<file path="src/rtl/play_sequencer.sv">
// rtl/play_sequencer.sv - rhythm-game session FSM: song select, play/pause/abort, step pacing, result hold
module play_sequencer #(
  parameter int unsigned TICK_DIV     = 1000,
  parameter int unsigned RESULT_TICKS = 8,
  parameter int unsigned CNT_W        = 16
) (
  input  logic       clk,
  input  logic       rst,
  input  logic       btn_next,
  input  logic       btn_start,
  input  logic       btn_pause,
  input  logic       loader_finish,
  output logic [1:0] song_sel,
  output logic [1:0] cur_song,
  output logic       step_en,
  output logic       busy,
  output logic [2:0] state,
  output logic [7:0] play_count
);

  typedef enum logic [2:0] {
    S_IDLE   = 3'd0,
    S_ARM    = 3'd1,
    S_PLAY   = 3'd2,
    S_PAUSE  = 3'd3,
    S_RESULT = 3'd4
  } state_t;

  localparam int unsigned RC_W = (RESULT_TICKS > 1) ? $clog2(RESULT_TICKS) : 1;
  localparam logic [CNT_W-1:0] PRE_LAST = CNT_W'(TICK_DIV - 1);
  localparam logic [RC_W-1:0]  RC_LAST  = RC_W'(RESULT_TICKS - 1);

  state_t            st;
  logic [CNT_W-1:0]  prescaler;
  logic [RC_W-1:0]   result_cnt;

  assign state = st;

  // Session FSM; every output is a register updated alongside the state.
  // The prescaler does not advance on the cycle a pause is taken, so the
  // step phase seen on resume is exactly the one held when pausing.
  always_ff @(posedge clk or posedge rst) begin
    if (rst) begin
      st         <= S_IDLE;
      cur_song   <= 2'd1;
      song_sel   <= 2'd0;
      step_en    <= 1'b0;
      busy       <= 1'b0;
      play_count <= 8'd0;
      prescaler  <= '0;
      result_cnt <= '0;
    end else begin
      step_en <= 1'b0;
      case (st)
        S_IDLE: begin
          song_sel <= 2'd0;
          if (btn_start) begin
            st   <= S_ARM;
            busy <= 1'b1;
          end else if (btn_next) begin
            cur_song <= (cur_song == 2'd3) ? 2'd1 : cur_song + 2'd1;
          end
        end
        S_ARM: begin
          prescaler <= '0;
          song_sel  <= cur_song;
          st        <= S_PLAY;
        end
        S_PLAY, S_PAUSE: begin
          if (loader_finish) begin
            st         <= S_RESULT;
            busy       <= 1'b0;
            song_sel   <= 2'd0;
            prescaler  <= '0;
            result_cnt <= '0;
            if (play_count != 8'hFF) play_count <= play_count + 8'd1;
          end else if (st == S_PLAY) begin
            if (btn_start) begin
              st        <= S_IDLE;
              busy      <= 1'b0;
              song_sel  <= 2'd0;
              prescaler <= '0;
            end else if (btn_pause) begin
              st <= S_PAUSE;
            end else if (prescaler == PRE_LAST) begin
              prescaler <= '0;
              step_en   <= 1'b1;
            end else begin
              prescaler <= prescaler + CNT_W'(1);
            end
          end else if (btn_start || btn_pause) begin
            st <= S_PLAY;
          end
        end
        S_RESULT: begin
          song_sel <= 2'd0;
          if (btn_start) begin
            st         <= S_IDLE;
            prescaler  <= '0;
            result_cnt <= '0;
          end else if (prescaler == PRE_LAST) begin
            prescaler <= '0;
            if (result_cnt == RC_LAST) begin
              st         <= S_IDLE;
              result_cnt <= '0;
            end else begin
              result_cnt <= result_cnt + RC_W'(1);
            end
          end else begin
            prescaler <= prescaler + CNT_W'(1);
          end
        end
        default: begin
          st       <= S_IDLE;
          busy     <= 1'b0;
          song_sel <= 2'd0;
        end
      endcase
    end
  end

endmodule
</file>
<file path="config.mk">
export PLATFORM = sky130hd
export DESIGN_NAME = play_sequencer
export DESIGN_NICKNAME = d
export VERILOG_FILES = /design/src/rtl/play_sequencer.sv
export SDC_FILE = /design/constraint.sdc
export NUM_CORES = 1
export LEC_CHECK = 0
export CORE_ASPECT_RATIO = 0.9
export CORE_MARGIN = 1
export CORE_UTILIZATION = 55
export CTS_BUF_LIST = sky130_fd_sc_hd__clkbuf_8
export DETAILED_ROUTE_END_ITERATION = 16
export GPL_TIMING_DRIVEN = 0
export PLACE_DENSITY = 0.79
export SYNTH_ARGS = -nofsm -noshare
export SYNTH_HDL_FRONTEND = slang
export SYNTH_SLANG_ARGS = --single-unit
</file>
<file path="constraint.sdc">
create_clock -name clk -period 5.1 [get_ports clk]
set_input_delay 1.02 -clock clk [delete_from_list [all_inputs] [get_ports clk]]
set_output_delay 1.02 -clock clk [all_outputs]
set_load 0.05 [all_outputs]
</file>
==> qor.csv, run 1 <==
metric;value;unit
crit_buf_inv;1;
fmax;0.3379;GHz
total_power;1.099;mW
yosys.area.top_type;dfrtp_1;
regArea;902.1;sq um
cp_num_cells;6;
fin_nets;235;
portBuffers;22;
rsz0062_at_grt;no;
rr_startpoint;prescaler[3];
grt_max_degree;37;
grt_pass1_wl;6851;um
num-fill-cells;239;
worstSetupEndpoint;prescaler[5];
synth_top_area_share;46.14;%
syn_area;1898;sq um
wl_per_cell;14.84;um
cts.path.max_buffers;2;
hpwl;2875;um
track_usage;24.45;%
dp_slack;1857;ps
cp_slowest_cell;clkdlybuf4s50_1;
htreeDepth;2;
maxSlewViolCount;0;
synth_edf_count;0;
drive_gt1_share;8.000;%
cp-startpoint;loader_finish;
cts_tree;built;
fin_worst_skew;7.327;ps
grt-ovfl-total;0;
min_path_type;flip-flop to flip-flop;
ys_types;47;
dieArea;3690;sq um
finalCritPeriodShare;58.03;%
wl;3963;um
cpLargestDelayFamily;simple AND/OR/NAND/NOR gates;
postCtsHoldBufs;0;
timing.slew.headroom;51.14;%
initial_utilization;60.03;%
async_flop_share;100.0;%
cts_setup_buffers;0;
end_kind;flip-flop;
vdd_drop_max;0.0004308;V
avgSynthCellArea;9.734;sq um
dr.first_iter.drc_count;102;
avgViaCountPerCell;6.075;
drc;0;
multi_input_area;957.2;sq um
setup_viol;0;
cts_sinks;36;
dp.cells;259;
cp.required;5260;ps
ys.flop_type;dfrtp_1;
core;3162;sq um
cts_buffers;5;
grt_pass1_vias;1512;
clk-insertion-delay-late;290;ps
cp_cell_sequence;clkdlybuf4s50_1, nor3b_2, o21bai_1, nor2_2, nand2b_1, o311ai_0;
critical_path_class;input pin to flip-flop;
synth_nets;206;
arrival;3120;ps
stdcell_count;267;
ff2ff_path_depth;5;
vias;1622;
cts_root_buf;clkbuf_8;
yosysWarnings;0;
drt_first_pass_iters;4;
cts_resized;0;
worst_slack;2140;ps
fin_crit;2960;ps
antenna_cells;0;
reg2reg_setup_slack;2680;ps
p_per_area;482.4;nW/um^2
cp-start-kind;input pin;
worst_slew_pin_slew;727.3;ps
antenna_found_initial;0;
synth_cells;195;
die_h;57.73;um
leakagePower;0.9809;nW
path_clk_slew;70;ps
io_pins;23;
rows;19;
setup_tns;0;ps
cp_max_fo;9;
cpPeakStageDelay;500;ps
synth-seq-area-share;47.53;%
max-cap-violations;0;
whs;498.8;ps
die_x;63.93;um
final_antenna_net_count;0;
final_hold_viol_count;0;
timing.rr.end;prescaler[5];
synth_area_leaders;dfrtp_1, nand2_1, nor2_1;
syn2layout_area_growth;20.04;%
synth_seq_cells;36;
gp_congestion;0.8480;
status;complete, no violations;
==> worst min-delay path by stage <==
stage,start,to,cells after the start
2_1_floorplan,result_cnt[2],result_cnt[2],2
3_3_place_gp,result_cnt[2],result_cnt[2],2
3_5_place_dp,result_cnt[2],result_cnt[2],2
4_1_cts,result_cnt[2],result_cnt[2],2
5_1_grt,result_cnt[1],result_cnt[1],1
6_report,result_cnt[2],result_cnt[2],2
==> sequential cells by signal, indices dropped and copies added, names as in the netlist <==
register    cells
busy            1
cur_song        2
play_count      8
prescaler      16
result_cnt      3
song_sel        2
state           3
step_en         1
==> per-stage QoR <==
| step | cell area [sq um] | utilization [%] |
|---|---|---|
| after floorplan | 1898 | - |
| after global placement | 2171 | 68.66 |
| after detailed placement | 2171 | 68.66 |
| after CTS | 2278 | 72.06 |
| after global routing | 2278 | 72.06 |
| final | 2278 | 72.06 |
==> synthesized netlist by cell type (4+ instances only) <==
library cell  number
o21ai_0           11
xor2_1             4
inv_1              5
a21o_1             5
dfrtp_1           35
nand3_1           12
ha_1               5
a21oi_1            5
nand2_1           19
clkbuf_1           4
a22o_1             4
xnor2_1            5
o31ai_1            4
nand2b_1           5
nor3_1             8
nor2_1            18
==> tightest hold or removal path, stage by stage (launching register included) <==
cell     delay (ps)
dfrtp_1         350
nand2_1          50
o21ai_0          60
==> layout by cell type, fill, tap and decap left out, drive strengths merged, types with 2 or more instances in the layout <==
| cell | n |
|---|---|
| a21o | 5 |
| a21oi | 5 |
| a22o | 4 |
| a32o | 3 |
| clkbuf | 9 |
| clkdlybuf4s50 | 22 |
| dfrtp | 35 |
| ha | 5 |
| inv | 6 |
| mux2 | 2 |
| nand2 | 19 |
| nand2b | 5 |
| nand3 | 12 |
| nand3b | 2 |
| nand4 | 3 |
| nand4b | 2 |
| nor2 | 19 |
| nor2b | 2 |
| nor3 | 8 |
| nor3b | 4 |
| nor4 | 2 |
| o21ai | 12 |
| o21bai | 2 |
| o31ai | 4 |
| or2 | 2 |
| or3 | 3 |
| or4 | 3 |
| xnor2 | 5 |
| xor2 | 4 |
==> power by group <==
group / internal, mW / switching [mW]
Combinational: 0.159 / 0.315
Clock: 0.143 / 0.0996
Sequential: 0.334 / 0.0481
Total: 0.637 / 0.463
==> logic make-up after synthesis <==
logic type / share of synthesized area [%]
compound gates: 16.22
xor+xnor: 4.153
fa+ha+maj: 3.296
buf+inv: 2.043
flops: 47.53
mux: 1.186
simple gates: 25.58
==> cell type report <==
cell class / instances / area share (%)
multi-input cells: 149 / 42.01
clock inverters: 3 / 1.702
clock buffers: 5 / 3.020
inverters: 5 / 0.8237
well taps: 42 / 2.306
flip-flops and latches: 36 / 39.59
repair buffers: 22 / 9.665
plain buffers: 5 / 0.8786
==> per-layer routing <==
metal  track usage [%]  wire [um]
met5                 0          0
met1             33.38       1803
met4             8.766         23
met3             5.118        290
met2             38.91       1846
(Power assumes the default switching activity.)
==> run 2: changes to the inputs <==
==> constraint.sdc (replaced) <==
create_clock -name clk -period 3.1 [get_ports clk]
set_input_delay 0.62 -clock clk [delete_from_list [all_inputs] [get_ports clk]]
set_output_delay 0.62 -clock clk [all_outputs]
set_load 0.05 [all_outputs]
==> results of run 2 <==
The final DEF is identical to that of run 1. Status: complete, no violations.
Among the figures that moved: setup slack after placement 1857 ps -> 257.0 ps; setup slack after layout 2140 ps -> 540.5 ps; register-to-register setup slack 2680 ps -> 680 ps; total power 1.099 mW -> 1.808 mW; worst IR drop on VDD 0.0004308 V -> 0.0007088 V
==> run 3: changes to the inputs <==
==> constraint.sdc (replaced) <==
create_clock -name clk -period 2.4 [get_ports clk]
set_input_delay 0.48 -clock clk [delete_from_list [all_inputs] [get_ports clk]]
set_output_delay 0.48 -clock clk [all_outputs]
set_load 0.05 [all_outputs]
==> run 3 against run 2 <==
Cell count up 1.5%. First-iteration DRC count up 25%. Sequential share of layout area down 0.83 points. Critical path type is now flip-flop to flip-flop. Non-clock buffer count up 4. Power up 31%. Largest cell class unchanged. Critical path depth unchanged. Worst hold slack about the same.
==> qor.csv, run 3 (synthesized netlist as in run 1, its figures left out) <==
metric;value;unit;change
gp_congestion;0.8480;;unchanged
cp.required;2570;ps;
largest_reg_flops;16;;unchanged
status;complete, no violations;;
cp_slowest_cell;or4b_1;;
critical_path_class;flip-flop to flip-flop;;
hpwl;2875;um;unchanged
fin_crit;2309;ps;
whs;498.6;ps;-0.2050 ps
grt_pass1_wl;6900;um;+0.72%
crit_buf_inv;1;;unchanged
syn2layout_area_growth;22.61;%;
cp_num_cells;6;;unchanged
fmax;0.4331;GHz;
die_x;63.93;um;unchanged
max-cap-violations;0;;unchanged
wl_per_cell;15.09;um;+1.7%
postCtsHoldBufs;0;;unchanged
arrival;2480;ps;
initial_utilization;60.03;%;unchanged
cp-start-kind;flip-flop;;
vias;1629;;+0.43%
fin_nets;239;;+1.7%
setup_viol;0;;unchanged
final_antenna_net_count;0;;unchanged
final_hold_viol_count;0;;unchanged
grt_pass1_vias;1510;;-0.13%
p_per_area;1017;nW/um^2;
worst_slew_pin_slew;719.9;ps;-7.412 ps
internal_power;1.370;mW;
grt_max_degree;37;;unchanged
ff2ff_path_depth;6;;+1
grt-ovfl-total;0;;unchanged
cp_cell_sequence;or4b_1, nor4_4, nor2_4, buf_4, o211a_1, a221o_1;;
dieArea;3690;sq um;unchanged
largest-register;prescaler;;
utilization;73.61;%;+1.5 points
path_clk_slew;70;ps;about the same
antenna_found_initial;0;;unchanged
combPwrFrac;43.8;%;+0.7 points
cts_sinks;36;;unchanged
leakagePower;1.006;nW;+2.6%
cpPeakStageDelay;590;ps;+90 ps
sw_frac_of_total;42.11;%;
hold_depth;2;;unchanged
setup_tns;0;ps;unchanged
drive_gt1_share;10.48;%;+2.5 points
total_power;2.366;mW;
p_clk_share;21.7;%;-0.4 points
vdd_drop_max;0.0009176;V;
track_usage;24.62;%;+0.17 points
fin_worst_skew;6.064;ps;-1.263 ps
reg_top3;prescaler: 16 flops, play_count: 8 flops;;
final_cell_mix;dfrtp_1, clkdlybuf4s50_1, nand2_1, nor2_1, nand3_1;;
regArea;902.1;sq um;unchanged
drc;0;;unchanged
num-fill-cells;231;;-3.3%
cpLargestDelayFamily;simple AND/OR/NAND/NOR gates;;
cts.path.max_buffers;2;;unchanged
avgViaCountPerCell;6.011;;-1.1%
htreeDepth;2;;unchanged
portBuffers;22;;unchanged
rows;19;;unchanged
min_path_type;flip-flop to flip-flop;;
wl;4090;um;+3.2%
dp_slack;-303.0;ps;
switchingPower;0.9961;mW;
drt_first_pass_iters;4;;unchanged
dr.first_iter.drc_count;128;;+25%
die_h;57.73;um;unchanged
finalCritPeriodShare;96.21;%;
clk-insertion-delay-late;280;ps;about the same
maxSlewViolCount;0;;unchanged
cts_buffers;5;;unchanged
cp_max_fo;7;;-2
cts_tree;built;;
timing.slew.headroom;51.93;%;+0.80 points
io_pins;23;;unchanged
seq_power_share;34.5;%;-0.3 points
cts_root_buf;clkbuf_8;;
core;3162;sq um;unchanged
worst_slack;90.85;ps;
multi_input_area;975.9;sq um;+2.0%
final_common_cell;dfrtp_1;;
end_kind;flip-flop;;
antenna_cells;0;;unchanged
[run 3: power by group through the flow]
stage	logic (mW)	registers [mW]	clock network, mW
floorplan	0.409	1.11	0
global placement	0.981	0.813	0
detailed placement	0.999	0.823	0
CTS	1.01	0.813	0.529
global route	1.11	0.832	0.543
finish	1.04	0.815	0.513
[run 3: worst paths after layout]
path                                    start             to  slack (ps)
worst max-delay path             prescaler[3]   prescaler[7]          90
worst min-delay path            result_cnt[2]  result_cnt[2]         500
worst max register to register   prescaler[3]   prescaler[7]          90
worst min register to register  result_cnt[2]  result_cnt[2]         500
max in group asynchronous                 rst   prescaler[6]        1290
min in group asynchronous                 rst  play_count[6]         650
[run 3: per-layer routing]
metal	part of all wire, %	global-route usage [%]	vias to the layer above
met5	0	0	-
met4	1.1	8.766	0
met3	5.1	5.118	5
met2	46	39.21	47
met1	47	33.64	799
li1	-	-	778
[run 3: tightest hold or removal path: stages, from the launching register on]
cell,delay [ps]
dfrtp_1,350
nand2_1,50
o21ai_0,60
[run 3: layout make-up]
type / count / share of cell area [%]
plain buffers: 5 / 0.8602
inverters: 5 / 0.8065
well taps: 42 / 2.258
clock inverters: 3 / 1.667
clock buffers: 5 / 2.957
multi-input cells: 149 / 41.94
repair buffers: 26 / 10.75
flip-flops and latches: 36 / 38.76
[run 3: through the flow]
| step | area (sq um) | std cells |
|---|---|---|
| 5_1_grt | 2327 | 271 |
| 2_1_floorplan | 1898 | 195 |
| 3_3_place_gp | 2171 | 259 |
| 6_report | 2327 | 271 |
| 4_1_cts | 2283 | 267 |
| 3_5_place_dp | 2171 | 259 |
[run 3: repair_timing]
| action | in CTS | in global routing |
|---|---|---|
| pin swaps | 0 | 2 |
| setup buffers | 0 | 4 |
| gates resized for setup | 1 | 3 |
| setup endpoints to repair | 1 | 13 |
| endpoints found under the hold margin | 0 | 0 |
